===== src/rtl/jtkunio_colmix.sv =====
// Kunio colour mixer: layer priority, CPU-writable 12-bit palette and blanked RGB output.
// Optional build macro JTKUNIO_LAYER_MASK_EN turns gfx_en into per-layer enables.
module jtkunio_colmix #(
  parameter int BLANK_DLY = 2
) (
  input  logic       clk,
  input  logic       rst,
  input  logic       pxl_cen,
  input  logic       LHBL,
  input  logic       LVBL,
  input  logic [4:0] char_pxl,
  input  logic [5:0] scr_pxl,
  input  logic [4:0] obj_pxl,
  input  logic [2:0] gfx_en,
  input  logic [8:0] cpu_addr,
  input  logic       pal_cs,
  input  logic       cpu_wrn,
  input  logic [7:0] cpu_dout,
  output logic [7:0] cpu_din,
  output logic [3:0] red,
  output logic [3:0] green,
  output logic [3:0] blue,
  output logic       LHBL_dly,
  output logic       LVBL_dly
);

  // Bank 0 holds {G,R}, bank 1 holds {x,B}; both share the same 8-bit index.
  logic [7:0] pal_gr [0:255];
  logic [7:0] pal_b  [0:255];

  logic        cpu_we;
  logic [7:0]  cpu_gr_q;
  logic [7:0]  cpu_b_q;
  logic        cpu_bank_q;

  logic        char_opaque;
  logic        obj_opaque;
  logic [7:0]  scr_idx;
  logic [7:0]  sel_idx;

  logic [7:0]  idx_q;
  logic [11:0] rgb_q;
  logic [BLANK_DLY-1:0] lhbl_sr;
  logic [BLANK_DLY-1:0] lvbl_sr;
  logic        blank_ok;

  assign cpu_we = pal_cs & ~cpu_wrn;

  // CPU port: writes land in the bank picked by address bit 8.
  always_ff @(posedge clk) begin
    if (cpu_we && !cpu_addr[8]) pal_gr[cpu_addr[7:0]] <= cpu_dout;
    if (cpu_we &&  cpu_addr[8]) pal_b[cpu_addr[7:0]]  <= cpu_dout;
  end

  // CPU read-back runs every clock, independent of the pixel enable.
  always_ff @(posedge clk) begin
    if (rst) begin
      cpu_gr_q   <= 8'h00;
      cpu_b_q    <= 8'h00;
      cpu_bank_q <= 1'b0;
    end else begin
      cpu_gr_q   <= pal_gr[cpu_addr[7:0]];
      cpu_b_q    <= pal_b[cpu_addr[7:0]];
      cpu_bank_q <= cpu_addr[8];
    end
  end

  assign cpu_din = cpu_bank_q ? cpu_b_q : cpu_gr_q;

  // Layer priority: char over obj over scroll; scroll is the opaque backdrop.
  always_comb begin
    char_opaque = (char_pxl[2:0] != 3'd0);
    obj_opaque  = (obj_pxl[2:0]  != 3'd0);
    scr_idx     = {2'b11, scr_pxl};
`ifdef JTKUNIO_LAYER_MASK_EN
    char_opaque = char_opaque & gfx_en[0];
    obj_opaque  = obj_opaque  & gfx_en[2];
    if (!gfx_en[1]) scr_idx = 8'hC0;
`endif
    if (char_opaque)     sel_idx = {3'b000, char_pxl};
    else if (obj_opaque) sel_idx = {3'b100, obj_pxl};
    else                 sel_idx = scr_idx;
  end

`ifndef JTKUNIO_LAYER_MASK_EN
  logic unused_gfx_en;
  assign unused_gfx_en = ^gfx_en;
`endif

  // Video pipeline: index register, then palette read (read-first against CPU writes).
  always_ff @(posedge clk) begin
    if (rst) begin
      idx_q   <= 8'h00;
      rgb_q   <= 12'h000;
      lhbl_sr <= '0;
      lvbl_sr <= '0;
    end else if (pxl_cen) begin
      idx_q      <= sel_idx;
      rgb_q      <= {pal_b[idx_q][3:0], pal_gr[idx_q]};
      lhbl_sr[0] <= LHBL;
      lvbl_sr[0] <= LVBL;
      for (int i = 1; i < BLANK_DLY; i++) begin
        lhbl_sr[i] <= lhbl_sr[i-1];
        lvbl_sr[i] <= lvbl_sr[i-1];
      end
    end
  end

  assign LHBL_dly = lhbl_sr[BLANK_DLY-1];
  assign LVBL_dly = lvbl_sr[BLANK_DLY-1];
  assign blank_ok = LHBL_dly & LVBL_dly;

  // The blank delay matches the pipeline depth, so gating uses the pixel's own blank.
  assign red   = blank_ok ? rgb_q[3:0]  : 4'h0;
  assign green = blank_ok ? rgb_q[7:4]  : 4'h0;
  assign blue  = blank_ok ? rgb_q[11:8] : 4'h0;

endmodule


===== config.mk =====
export PLATFORM = sky130hd
export DESIGN_NAME = jtkunio_colmix
export DESIGN_NICKNAME = d
export VERILOG_FILES = /design/src/rtl/jtkunio_colmix.sv
export SDC_FILE = /design/constraint.sdc
export NUM_CORES = 2
export LEC_CHECK = 0
export CAP_MARGIN = 15
export CORE_AREA = 2 2 693 695
export DETAILED_ROUTE_END_ITERATION = 16
export DIE_AREA = 0 0 695 697
export REMOVE_ABC_BUFFERS = 1
export SLEW_MARGIN = 10
export SYNTH_ARGS = -nofsm -noshare
export SYNTH_HDL_FRONTEND = slang
export SYNTH_SLANG_ARGS = --single-unit
export TNS_END_PERCENT = 50

===== constraint.sdc =====
create_clock -name clk -period 4.91 [get_ports clk]
set_input_delay 0.982 -clock clk [delete_from_list [all_inputs] [get_ports clk]]
set_output_delay 0.982 -clock clk [all_outputs]
set_load 0.05 [all_outputs]

# Yosys cells after proc, flatten, opt, wreduce, memory -nomap -nowiden
# Memories as Yosys holds them, arrays and structs flattened. A register that Yosys moved wholly into a read port is not among the register bits.
# Index checks and enable logic that the tools add are counted.
[totals]
word_cells = 24
in_bits = 43
memories = 2
ramBits = 4096
register_bits = 13
output_inout_bits = 22
[mem_list]
columns = ["memory", "depth", "word_bits", "read_ports", "rd_clocked_by_memory_dff", "wr", "line_no", "rtl"]
rows = [
  ["pal_b", 256, 8, 2, 2, 1, "29", "logic [7:0] pal_b [0:255];"],
  ["pal_gr", 256, 8, 2, 2, 1, "28", "logic [7:0] pal_gr [0:255];"],
]
[classes]
n_mux = 10
n_bitwise = 3
reduce_logical = 5
[op_table]
columns = ["cell", "n"]
rows = [
  ["$mux 8", 2],
  ["$mux 4", 3],
  ["$mux 7", 1],
  ["$reduce_bool 3->1", 2],
  ["$mux 1", 4],
  ["$and 1x1->1", 2],
  ["$logic_and 1x1->1", 2],
  ["$logic_not 1->1", 1],
  ["$not 1->1", 1],
]

# Depth between registers and ports, before layout
[depth]
ltp_word = 5
mapped_depth = 14
ltp_nobuf = 7

# Worst setup path before layout
# No wires, ideal clock.
[synth_path]
path_kind = "input -> register"
startpoint = "input port cpu_addr[0]"
endpoint = "memory pal_gr[143][0] (enable)"
required_time_ps = 4540
slack_ps = 1340
setup_time_ps = 370
t_arrival_ps = 3200
path_stages = 11
n_path_buf = 9
cell_sequence = "buf_6 buf_8 buf_6 buf_4 buf_4 buf_4 buf_4 buf_2 nand3_1 clkbuf_1 nor2_1"
[synth_rtl]
columns = ["item", "line_no", "rtl"]
rows = [
  ["from (decl)", "15", "input logic [8:0] cpu_addr,"],
  ["to (decl)", "28", ""],
]
# Straight into the memory's write port.

==> flow_summary_export.csv <==
group,metric,value,unit
global_route,grt.met3_usage,9.56,%
timing,worst_slew_pin_slew,1390,ps
worst_setup_path,cp.arrival,5160,ps
worst_setup_path,reg2reg_from,"idx_q[3]",
worst_setup_path,criticalPathCategory,"in -> reg",
power,p_leak,67.0,nW
worst_setup_path,end_kind,"flop",
yosys,synth_area,0.185,mm²
placement,hpwlAfterDp,480000,µm
yosys,async_flop_share,0,%
global_route,grt-ovfl-total,0,
power,ir_worst_vdd,0.302,mV
placement,portBuffers,61,
route,first_iter_violations,20174,
worst_setup_path,rrSetupSlack,690,ps
timing,hold_viol_final,0,
route,wl,695000,µm
final_layout,final_cells,17057,
placement,dpl_worst_slack,-23.5,ps
global_route,grt_usage,28.1,%
route,drt.antenna.violating_nets,0,
final_layout,drive_above_1_share,32.8,%
global_route,top_usage_layer,"met2",
global_route,grt_pass1_wl,935000,µm
min_path,min_path_type,"in -> reg",
route,vias_per_cell,6.56,
floorplan,dieWidth,695,µm
clock_network,cts_num_sinks,4137,
status,outcome,"finished clean",
floorplan,die_h,697,µm
route,firstDrtPassIters,8,
final_layout,layout.nets,10304,
global_route,grtUsageMet2,41.2,%
worst_setup_path,cp_cell_sequence,"buf_16 > buf_12 > mux4_2 > mux2i_1 > buf_4 > o22ai_1 > nor2_1 > nand4_1 > a221oi_1 > a41oi_1",
flow_run,maxCapViolCount,0,
worst_setup_path,r2r-end,"rgb_q[0]",
clock_network,cts-root-buf,"clkbuf_16",
yosys,ys_seq_area_share,66.9,%
yosys,yosysWarnings,0,
worst_setup_path,cpPeakStageDelay,900,ps
timing,fmax,233,MHz
yosys,synth_edf_count,4096,
yosys,synthCells,9451,
clock_network,cts.clk_slew.worst_paths,60,ps
placement,gp_congestion,1.02,
power,pwr-share-comb,8.5,%
yosys,ys_top_cells_by_count,"edfxtp_1 (4096), mux4_2 (1660), mux2i_1 (661)",
worst_setup_path,worstPathBufferInverterCount,3,
yosys,yosysMostFrequentCell,"edfxtp_1",
power,p_sw,18.8,mW
timing,setup-violations-final,0,
clock_network,cts_tree,"done",
final_layout,syn_to_final_growth,15.3,%
clock_network,htreeDepth,5,
yosys,synth_top_cell_by_area,"edfxtp_1",
worst_setup_path,path_delay_family,"multiplexers",
yosys,synth_seq_cells,4137,
worst_setup_path,slowest_stage,"a221oi_1",
route,wl_per_cell,40.7,µm
worst_setup_path,startpoint_type,"input port",
timing,finalMaxSlewViolations,0,
yosys,syn_area_per_cell,19.6,µm²
worst_setup_path,crit_fanout,34,
min_path,hold-path-cell-count,1,
clock_network,clk_latency,1050,ps
global_route,grt_pass1_vias,108655,
timing,rsz0062_at_grt,"false",
floorplan,placementRows,254,
floorplan,initial_core_util,38.8,%
timing,fin_ws,623,ps
clock_network,cts-resized-gates,0,
yosys,ys.flop_type,"edfxtp_1",
global_route,grt_use_met1,36.9,%
clock_network,cts_buffers,428,
floorplan,die-area,0.484,mm²
min_path,hp-start,"cpu_dout[0]",
final_layout,utilization,44.8,%
worst_setup_path,reg2reg_depth,6,
yosys,ys_types,72,
timing,fin_crit,4290,ps
yosys,synth_area_leaders,"edfxtp_1 (66%), mux4_2 (20%), mux2i_1 (3.6%)",
timing,min_period_over_period,87.3,%
timing,slew_headroom,7.18,%
clock_network,cts_hold_buf,0,
power,netSwitchingFraction,24.0,%
route,drcViolationCount,0,
floorplan,io_pins,65,
power,seq_power_share,49.7,%
timing,clock_skew,73.9,ps
yosys,synth_top_area_share,66.4,%
clock_network,clk_path_buf_depth,4,
global_route,grt_max_degree,165,
min_path,whs_endpoint,"pal_b[138][0]",
power,power_frac_clock,41.7,%
clock_network,post_cts_buffers,0,
worst_setup_path,required,5780,ps
placement,dpl.cell_count,16226,
floorplan,coreArea,0.477,mm²
power,p_per_area,367,mW/mm²
power,p_int,59.5,mW
route,vias,111902,
global_route,antenna_found_initial,69,
-- metal layers --
| layer | wire length (µm) | part of all wire (%) | vias to the layer above |
|---|---|---|---|
| li1 | - | - | 42139 |
| met4 | 44200 | 6.4 | 44 |
| met5 | 379 | 0.055 | - |
| met3 | 95000 | 14 | 1541 |
| met2 | 306000 | 44 | 8518 |
| met1 | 249000 | 36 | 59660 |
-- cell families (layout without fill, tap and decap cells) --
group           count (synthesis)  count (layout)  share of synthesized area, %
compound gates                989             989                          3.75
flops                        4137            4137                          66.9
simple gates                 1182            1182                          2.80
mux                          2377            2377                          24.2
buf+inv                       766            1932                          2.39
other cells                     0              40                             0
-- area by class of cell --
class	instances	area, µm²
clock buffer	545	11300
fill	40345	263000
inverter	12	53.8
multi-input combinational	4548	57400
tap	6400	8010
antenna	40	100
timing repair buffer	1134	10300
sequential	4137	124000
clock inverter	241	2620
-- stage by stage --
stage	cell area (µm²)	setup TNS (ps)	total power, mW	hold slack (ps)
after global placement	199000	-12.2	46.1	447
after floorplan	181000	-445620	44.4	418
after global routing	214000	0	79.9	329
after detailed placement	200000	-23.5	46.2	445
final	214000	0	78.3	340
after CTS	213000	0	78.3	301
-- sequential cells by signal (all words and copies together), names as in the netlist --
name and cells:
pal_b 2048, pal_gr 2048, rgb_q 12, cpu_b_q 8
cpu_gr_q 8, idx_q 8, lhbl_sr 2, lvbl_sr 2
cpu_bank_q 1
-- how the worst max path moves through the flow --
| stage | from | depth (start not counted) | slack, ps | endpoint |
|---|---|---|---|---|
| 2_1_floorplan | idx_q[0] | 7 | -34940 | rgb_q[7] |
| 3_3_place_gp | cpu_addr[1] | 10 | -10 | cpu_b_q[3] |
| 3_5_place_dp | cpu_addr[1] | 10 | -20 | cpu_b_q[3] |
| 4_1_cts | lvbl_sr[1] | 2 | 330 | red[1] |
| 5_1_grt | cpu_addr[1] | 10 | 750 | cpu_b_q[3] |
| 6_report | cpu_addr[1] | 10 | 620 | cpu_b_q[3] |
-- power by group through the flow --
stage	sequential [mW]	combinational [mW]	clock, mW
2_1_floorplan	39.9	4.51	0
4_1_cts	38.9	6.52	32.9
3_5_place_dp	39.7	6.50	0
5_1_grt	38.9	6.76	34.2
6_report	38.9	6.69	32.7
3_3_place_gp	39.7	6.44	0
-- cells in the final DEF, fill, tap and decap left out, drive strengths merged, types with 31 or more instances in the layout --
master,n
nor3,45
mux2,43
a211oi,64
nor2,607
mux4,1673
o22ai,195
a22oi,126
clkinv,180
nand2,257
bufinv,38
a31oi,33
dfxtp,41
diode,40
mux2i,661
o21ai,104
a21oi,134
clkbuf,546
o221ai,111
clkdlybuf4s50,44
edfxtp,4096
a221oi,52
nand3,78
nor4,31
buf,1089
Power figures use the tool's default switching activity.
